$ cat src/rtl/icache_pkg.sv
// Shared types for the LC-3b direct-mapped instruction cache.
// Line, tag, index and word-select types for the default 8-set build.
package icache_pkg;

    localparam int LINE_BITS = 128;
    localparam int WORD_BITS = 16;
    localparam int OFFSET_W  = 4;

    typedef logic [127:0] lc3b_c_line;
    typedef logic [8:0]   lc3b_c_tag;
    typedef logic [2:0]   lc3b_c_index;
    typedef logic [2:0]   lc3b_c_word_sel;
    typedef logic [15:0]  lc3b_word;

    typedef enum logic {
        S_IDLE,
        S_FETCH
    } icache_state_e;

    // Word w of a line sits at bits [16w+15:16w].
    function automatic lc3b_word line_word(lc3b_c_line l, lc3b_c_word_sel w);
        return l[{w, 4'b0000} +: WORD_BITS];
    endfunction

endpackage

$ cat src/rtl/icache_array.sv
// Valid/tag/data storage for the instruction cache.
// Synchronous write, combinational read, reset clears every set.
module icache_array
    import icache_pkg::*;
#(
    parameter int NUM_SETS = 8,
    parameter int IDX_W    = $clog2(NUM_SETS),
    parameter int TAG_W    = 12 - IDX_W
) (
    input  logic             clk,
    input  logic             reset,
    input  logic [IDX_W-1:0] rd_idx,
    output logic             rd_valid,
    output logic [TAG_W-1:0] rd_tag,
    output lc3b_c_line       rd_line,
    input  logic             we,
    input  logic [IDX_W-1:0] wr_idx,
    input  logic [TAG_W-1:0] wr_tag,
    input  lc3b_c_line       wr_line
);

    logic [NUM_SETS-1:0]                valid_q, valid_d;
    logic [NUM_SETS-1:0][TAG_W-1:0]     tag_q, tag_d;
    logic [NUM_SETS-1:0][LINE_BITS-1:0] data_q, data_d;

    // Read port: lookup of the set addressed by the request.
    always_comb begin
        rd_valid = valid_q[rd_idx];
        rd_tag   = tag_q[rd_idx];
        rd_line  = data_q[rd_idx];
    end

    // Fill port: install a returned line into one set.
    always_comb begin
        valid_d = valid_q;
        tag_d   = tag_q;
        data_d  = data_q;
        if (we) begin
            valid_d[wr_idx] = 1'b1;
            tag_d[wr_idx]   = wr_tag;
            data_d[wr_idx]  = wr_line;
        end
    end

    // Storage registers; reset invalidates and zeroes every line.
    always_ff @(posedge clk) begin
        if (reset) begin
            valid_q <= '0;
            tag_q   <= '0;
            data_q  <= '0;
        end else begin
            valid_q <= valid_d;
            tag_q   <= tag_d;
            data_q  <= data_d;
        end
    end

endmodule

$ cat src/rtl/icache.sv
// Direct-mapped L1 I-cache: 0-cycle hits, line refill on miss.
// Define ICACHE_PERF_EN to add saturating hit/miss counters.
module icache
    import icache_pkg::*;
#(
    parameter int NUM_SETS = 8
) (
    input  logic         clk,
    input  logic         reset,
    input  logic         mem_read,
    input  logic [15:0]  mem_address,
    output logic [15:0]  mem_rdata,
    output logic         mem_resp,
    output logic         pmem_read,
    output logic [15:0]  pmem_address,
    input  logic [127:0] pmem_rdata,
    input  logic         pmem_resp
`ifdef ICACHE_PERF_EN
    ,
    output logic [15:0]  hit_count,
    output logic [15:0]  miss_count
`endif
);

    localparam int IDX_W = $clog2(NUM_SETS);
    localparam int TAG_W = 12 - IDX_W;

    icache_state_e    state_q, state_d;
    logic [11:0]      miss_line_q, miss_line_d;
    logic [IDX_W-1:0] req_idx;
    logic [TAG_W-1:0] req_tag;
    lc3b_c_word_sel   req_word;
    logic             rd_valid;
    logic [TAG_W-1:0] rd_tag;
    lc3b_c_line       rd_line;
    logic             hit;
    logic             fill_we;
    logic             miss_start;
    logic             unused_ok;

    assign req_idx   = mem_address[3+IDX_W:4];
    assign req_tag   = mem_address[15:4+IDX_W];
    assign req_word  = mem_address[3:1];
    assign hit       = rd_valid && (rd_tag == req_tag);
    assign unused_ok = mem_address[0];

    icache_array #(
        .NUM_SETS (NUM_SETS)
    ) u_array (
        .clk      (clk),
        .reset    (reset),
        .rd_idx   (req_idx),
        .rd_valid (rd_valid),
        .rd_tag   (rd_tag),
        .rd_line  (rd_line),
        .we       (fill_we),
        .wr_idx   (miss_line_q[IDX_W-1:0]),
        .wr_tag   (miss_line_q[11:IDX_W]),
        .wr_line  (pmem_rdata)
    );

    // Next state and outputs; all outputs held low while reset is high.
    always_comb begin
        state_d      = state_q;
        miss_line_d  = miss_line_q;
        mem_resp     = 1'b0;
        mem_rdata    = '0;
        pmem_read    = 1'b0;
        pmem_address = '0;
        fill_we      = 1'b0;
        miss_start   = 1'b0;
        if (!reset) begin
            unique case (state_q)
                S_IDLE: begin
                    if (mem_read && hit) begin
                        mem_resp  = 1'b1;
                        mem_rdata = line_word(rd_line, req_word);
                    end else if (mem_read) begin
                        miss_line_d = mem_address[15:4];
                        miss_start  = 1'b1;
                        state_d     = S_FETCH;
                    end
                end
                S_FETCH: begin
                    pmem_read    = 1'b1;
                    pmem_address = {miss_line_q, 4'h0};
                    if (pmem_resp) begin
                        fill_we = 1'b1;
                        state_d = S_IDLE;
                    end
                end
                default: state_d = S_IDLE;
            endcase
        end
    end

    // State and latched miss line address.
    always_ff @(posedge clk) begin
        if (reset) begin
            state_q     <= S_IDLE;
            miss_line_q <= '0;
        end else begin
            state_q     <= state_d;
            miss_line_q <= miss_line_d;
        end
    end

`ifdef ICACHE_PERF_EN
    logic [15:0] hit_cnt_q, hit_cnt_d;
    logic [15:0] miss_cnt_q, miss_cnt_d;

    // Saturating counters of served requests and started refills.
    always_comb begin
        hit_cnt_d  = hit_cnt_q;
        miss_cnt_d = miss_cnt_q;
        if (mem_resp && hit_cnt_q != 16'hFFFF)
            hit_cnt_d = hit_cnt_q + 16'd1;
        if (miss_start && miss_cnt_q != 16'hFFFF)
            miss_cnt_d = miss_cnt_q + 16'd1;
    end

    // Counter registers, cleared on reset.
    always_ff @(posedge clk) begin
        if (reset) begin
            hit_cnt_q  <= '0;
            miss_cnt_q <= '0;
        end else begin
            hit_cnt_q  <= hit_cnt_d;
            miss_cnt_q <= miss_cnt_d;
        end
    end

    assign hit_count  = hit_cnt_q;
    assign miss_count = miss_cnt_q;
`endif

endmodule

$ cat config.mk
export PLATFORM = sky130hd
export DESIGN_NAME = icache
export DESIGN_NICKNAME = d
export VERILOG_FILES = /design/src/rtl/icache_pkg.sv /design/src/rtl/icache_array.sv /design/src/rtl/icache.sv
export SDC_FILE = /design/constraint.sdc
export NUM_CORES = 2
export LEC_CHECK = 0
export CAP_MARGIN = 10
export CORE_UTILIZATION = 36
export DETAILED_ROUTE_END_ITERATION = 16
export SLEW_MARGIN = 20
export SYNTH_ARGS = -nofsm -noshare
export SYNTH_HDL_FRONTEND = slang
export SYNTH_SLANG_ARGS = --single-unit
$ cat constraint.sdc
create_clock -name clk -period 5.9 [get_ports clk]
set_input_delay 1.77 -clock clk [delete_from_list [all_inputs] [get_ports clk]]
set_output_delay 1.77 -clock clk [all_outputs]
set_load 0.01 [all_outputs]
* Yosys cells after proc, flatten, opt, wreduce, memory -nomap -nowiden
Cells that the tools add are included.
** Storage, ports and cells
- Memories kept :: 0
- Output and inout port bits :: 34
- RAM bits :: 0
- Memory bits (read-only) :: 0
- Bits in latches :: 0
- Bits in registers :: 1117
** Cells by class
- Divide/modulo/power cells :: 0
- Magnitude comparators :: 3
- Add/subtract/negate cells :: 0
- Equal/unequal tests :: 1
- Bitwise operators :: 3
- Multiplexer cells :: 31
- Shift-type cells :: 1
- Reduce and logical (&&, ||, !) cells :: 4
- Multiply operators :: 0
** Operators by type and width (number)
- 1024-bit bitwise mux :: 1
- 128-bit binary-select mux with 3-bit select :: 1
- 128-bit demux with 3-bit select :: 1
- 128-bit two-way mux :: 2
- 128-bit by 8-bit indexed part select with 16-bit output :: 1
- 16-bit two-way mux :: 5
- 72-bit bitwise mux :: 1
- 9-bit binary-select mux with 3-bit select :: 1
- 9-bit demux with 3-bit select :: 1
- 9-bit two-way mux :: 2
- 1-bit two-way mux :: 13
- 9-bit == test :: 1
- 3-bit by 4-bit less-than comparator with 1-bit output (second input constant) :: 2
- 8-bit OR :: 1
- 1-bit binary-select mux with 3-bit select :: 1
- 1-bit demux with 3-bit select :: 1
- 3-bit by 1-bit >= comparator with 1-bit output (second input constant) :: 1
- 1-bit logical AND :: 3
- 3-bit AND reduction :: 1
- 1-bit inverter :: 2
- 1-bit case mux with 2 select lines :: 1

* Longest topological paths before layout
- Word-level depth :: 8
- Depth in mapped cells :: 10

* By module
Synthesis repeated with hierarchy kept, for this count alone.
** Unflattened totals
- Cells, all modules :: 5632
- Area, all modules :: 48734.2 um2
** By module, submodules not included
- icache_array :: instances 1, area an instance 46621.0 um2, cells each 5419
- icache :: instances 1, area an instance 2113.3 um2, cells each 213

* Least setup slack after synthesis
Ideal clock, no wire load.
- Path kind :: input-to-output
- Start point :: in mem_address[5]
- End point :: out mem_rdata[10]
- Slack :: 108 ps
- Arrival time :: 4022 ps
- Data required time :: 4130 ps
- Stages on the path :: 8
- Path through :: clkbuf_2 > buf_4 > buf_2 > buf_1 > mux4_2 > mux4_2 > mux4_2 > nor2b_1
** Between the ends
- Word-level cells in the longest chain between the ends :: 8
** RTL lines
- start, declared :: RTL line icache.sv:11 : input logic [15:0] mem_address,
- branches (longest 5 deep; another with 128-bit binary-select mux with 3-bit select)
- 16-bit two-way mux * :: RTL line icache.sv:75 : if (mem_read && hit) begin
- 16-bit two-way mux * :: RTL line icache.sv:73 : unique case (state_q)
- 16-bit two-way mux * :: RTL line icache.sv:72 : if (!reset) begin
- end, declared :: RTL line icache.sv:12 : output logic [15:0] mem_rdata,
Mark *: on every way between the ends. The select of a mux whose other input is x is not followed.

* Final worst setup path
- Start point :: in mem_address[4]
- End point :: out mem_rdata[11]
Same word-level chain as after synthesis.

==> reports/metrics.cfg <==
[routing]
via_per_inst=5.463
drtIter0Drc=4237
first_pass_iters=6
wirelength_um=161700
drtAntennaViolNets=0
vias=39490
drc=0
routedWlPerCell_um=22.37

[clocking]
holdBufCountCts=0
clock_latency_ps=730
root_buffer=clkbuf_16
clock_path_buffers=3
path_clk_slew_ps=60
htreeDepth=3
cts.sinks=1117
tritoncts=yes
numCtsBuffers=117

[final_layout]
fin_cells=7229
nNetsFinal=5523
drive_above_1_share_pct=14.47
final_cell_mix=nand2_1, dfxtp_1, a21oi_1, mux4_2, clkdlybuf4s50_1
final_common_cell=nand2_1
fill_cells=12580
area_delta_synth_final_pct=17.37

[yosys]
synth_cells=5472
synth_top_area_cell=dfxtp_1
synth_edf_count=0
synth_top_cell_area_share_pct=46.89
ys_types=29
synth_area_leaders=dfxtp_1, nand2_1, mux4_2, a21oi_1, clkbuf_1
syn-cell-area_sq_um=47690
yosys_most_used_dff=dfxtp_1
ys_warn_count=0
synth-seq-area-share_pct=46.89
synthArstFlopShare_pct=0
ys_seq_elements=1117
avgSynthCellArea_sq_um=8.715

[place]
gp_congestion=0.7957
dp.cells=6956
dp_hpwl_um=91370
dpl_worst_slack_ps=-698.1
io_buffers=176

[power_and_ir_drop]
p_sw_share_pct=23.23
power_density_nw_per_um2=288.2
power_frac_comb_pct=5.8
p_leak_uw=0.01789
irDropWorstVdd_uv=240.8
clockPowerShare_pct=47.0
intPower_uw=12380
seqPwrFrac_pct=47.2
p_switching_uw=3747
total_power_uw=16130

[timing]
layout_setup_ws_ps=-183.0
period_minus_slack_ps=6083
hold_viol=0
relSlewSlack_pct=13.03
period_share_pct=103.1
rsz0062_at_grt=yes
clock.fmax_ghz=0.1644
slew_violations=0
setup_viol=16
skew_ps=24.82
worst_slew_pin_slew_ps=1304

[critical_path]
worst_ep_required_time_ps=4130
path_class=primary input to output port
worstPathMaxFanout=8
critical_path.startpoint_type=primary input
worstRegToRegCells=7
critPathArrivalTime_ps=4310
end_kind=output port

[grt]
grtUsageTotal_pct=23.41
grt_antenna_before_repair=26
grt_pass1_wl_um=243500
grt_pass1_vias=38110
grt_start_max_net_pins=236
grt-ovfl-total=0

[die]
die_width_um=366.0
core-area_sq_um=131500
dieArea_sq_um=133900
pin_count=182
die_h_um=366.0
rows=133
start_util_pct=36.28

[job]
cap_violations=0

[run_status]
run_status=finished with violations
violations=negative setup slack

[min_path]
hold_path_depth=2
hp-class=flip-flop to flip-flop

-- state kept, by name (all words and copies together) (netlist names) --
register,flops
state_q,1
u_array.valid_q,8
u_array.data_q,1024
u_array.tag_q,72
miss_line_q,12
-- per-stage QoR --
step                util (%)  TNS, ps  hold slack [ps]  cell area [sq um]
floorplan                  -        0            433.1              47700
global placement       38.78   -11360            438.6              50980
detailed placement     38.78   -10970            443.1              50980
CTS                    42.42    -1793            451.2              55770
global route           42.57    -2012            461.6              55970
finish                 42.58    -1741            451.1              55970
-- per-layer routing --
layer,up-vias,GRT usage [%],part of all wire (%)
met3,241,3.789,7.7
met2,1520,38.73,48
met4,12,6.606,2.4
met5,-,0,0.050
li1,18090,-,-
met1,19630,31.49,42
-- synth_stat cells, types with 9 or more instances --
| cell type | number |
|---|---|
| buf_4 | 134 |
| a21oi_1 | 1096 |
| buf_1 | 26 |
| nand2_1 | 2195 |
| mux2i_1 | 19 |
| and2_1 | 12 |
| a32o_1 | 12 |
| dfxtp_1 | 1117 |
| buf_2 | 59 |
| nor2b_1 | 17 |
| nor2_1 | 23 |
| xnor2_1 | 9 |
| clkbuf_1 | 369 |
| mux4_2 | 353 |
-- repair_timing --
item | CTS | global route
pin swaps | 4 | 1
setup endpoints to repair | 17 | 17
endpoints found under the hold margin | 0 | 0
setup buffers | 40 | 8
gates resized for setup | 147 | 30
cloned | 8 | 2
-- worst max-delay path: stages --
cell and delay (ps):
buf_16 130, buf_12 170, buf_12 160, mux4_2 520
mux4_2 600, mux4_2 620, nor2b_4 180, buf_6 110
-- cell type report --
type	instances	area (sq um)	share of cell area, %
multi-input cells	3762	22750	40.64
flip-flops and latches	1117	22360	39.95
repair buffers	373	4712	8.418
clock buffers	175	3407	6.087
well taps	1755	2196	3.923
clock inverters	37	516.7	0.9232
inverters	4	17.52	0.03129
diodes	6	15.01	0.02682
-- path summary, 6_finish.rpt --
kind         slack (ps)                  end                start
max                -180        mem_rdata[11]       mem_address[4]
min                 450  u_array.data_q[337]  u_array.data_q[337]
max reg2reg        3160  u_array.data_q[148]              state_q
min reg2reg         450  u_array.data_q[337]  u_array.data_q[337]
-- kinds of logic after synthesis --
logic type	share of synthesized area [%]
and+or+nand+nor	18.14
DFF	46.89
AOI/OAI and AO/OA	11.79
buffers and inverters	5.937
muxes	17.07
xor gates and xnor gates	0.1653
other	0.007863
-- power by group through the flow --
| stage | clock network [uW] | registers (uW) | logic [uW] |
|---|---|---|---|
| 2_1_floorplan | 0 | 7760 | 551 |
| 3_3_place_gp | 0 | 7780 | 849 |
| 3_5_place_dp | 0 | 7780 | 855 |
| 4_1_cts | 7670 | 7610 | 917 |
| 5_1_grt | 7980 | 7620 | 979 |
| 6_report | 7580 | 7610 | 930 |
(Power assumes the default switching activity.)
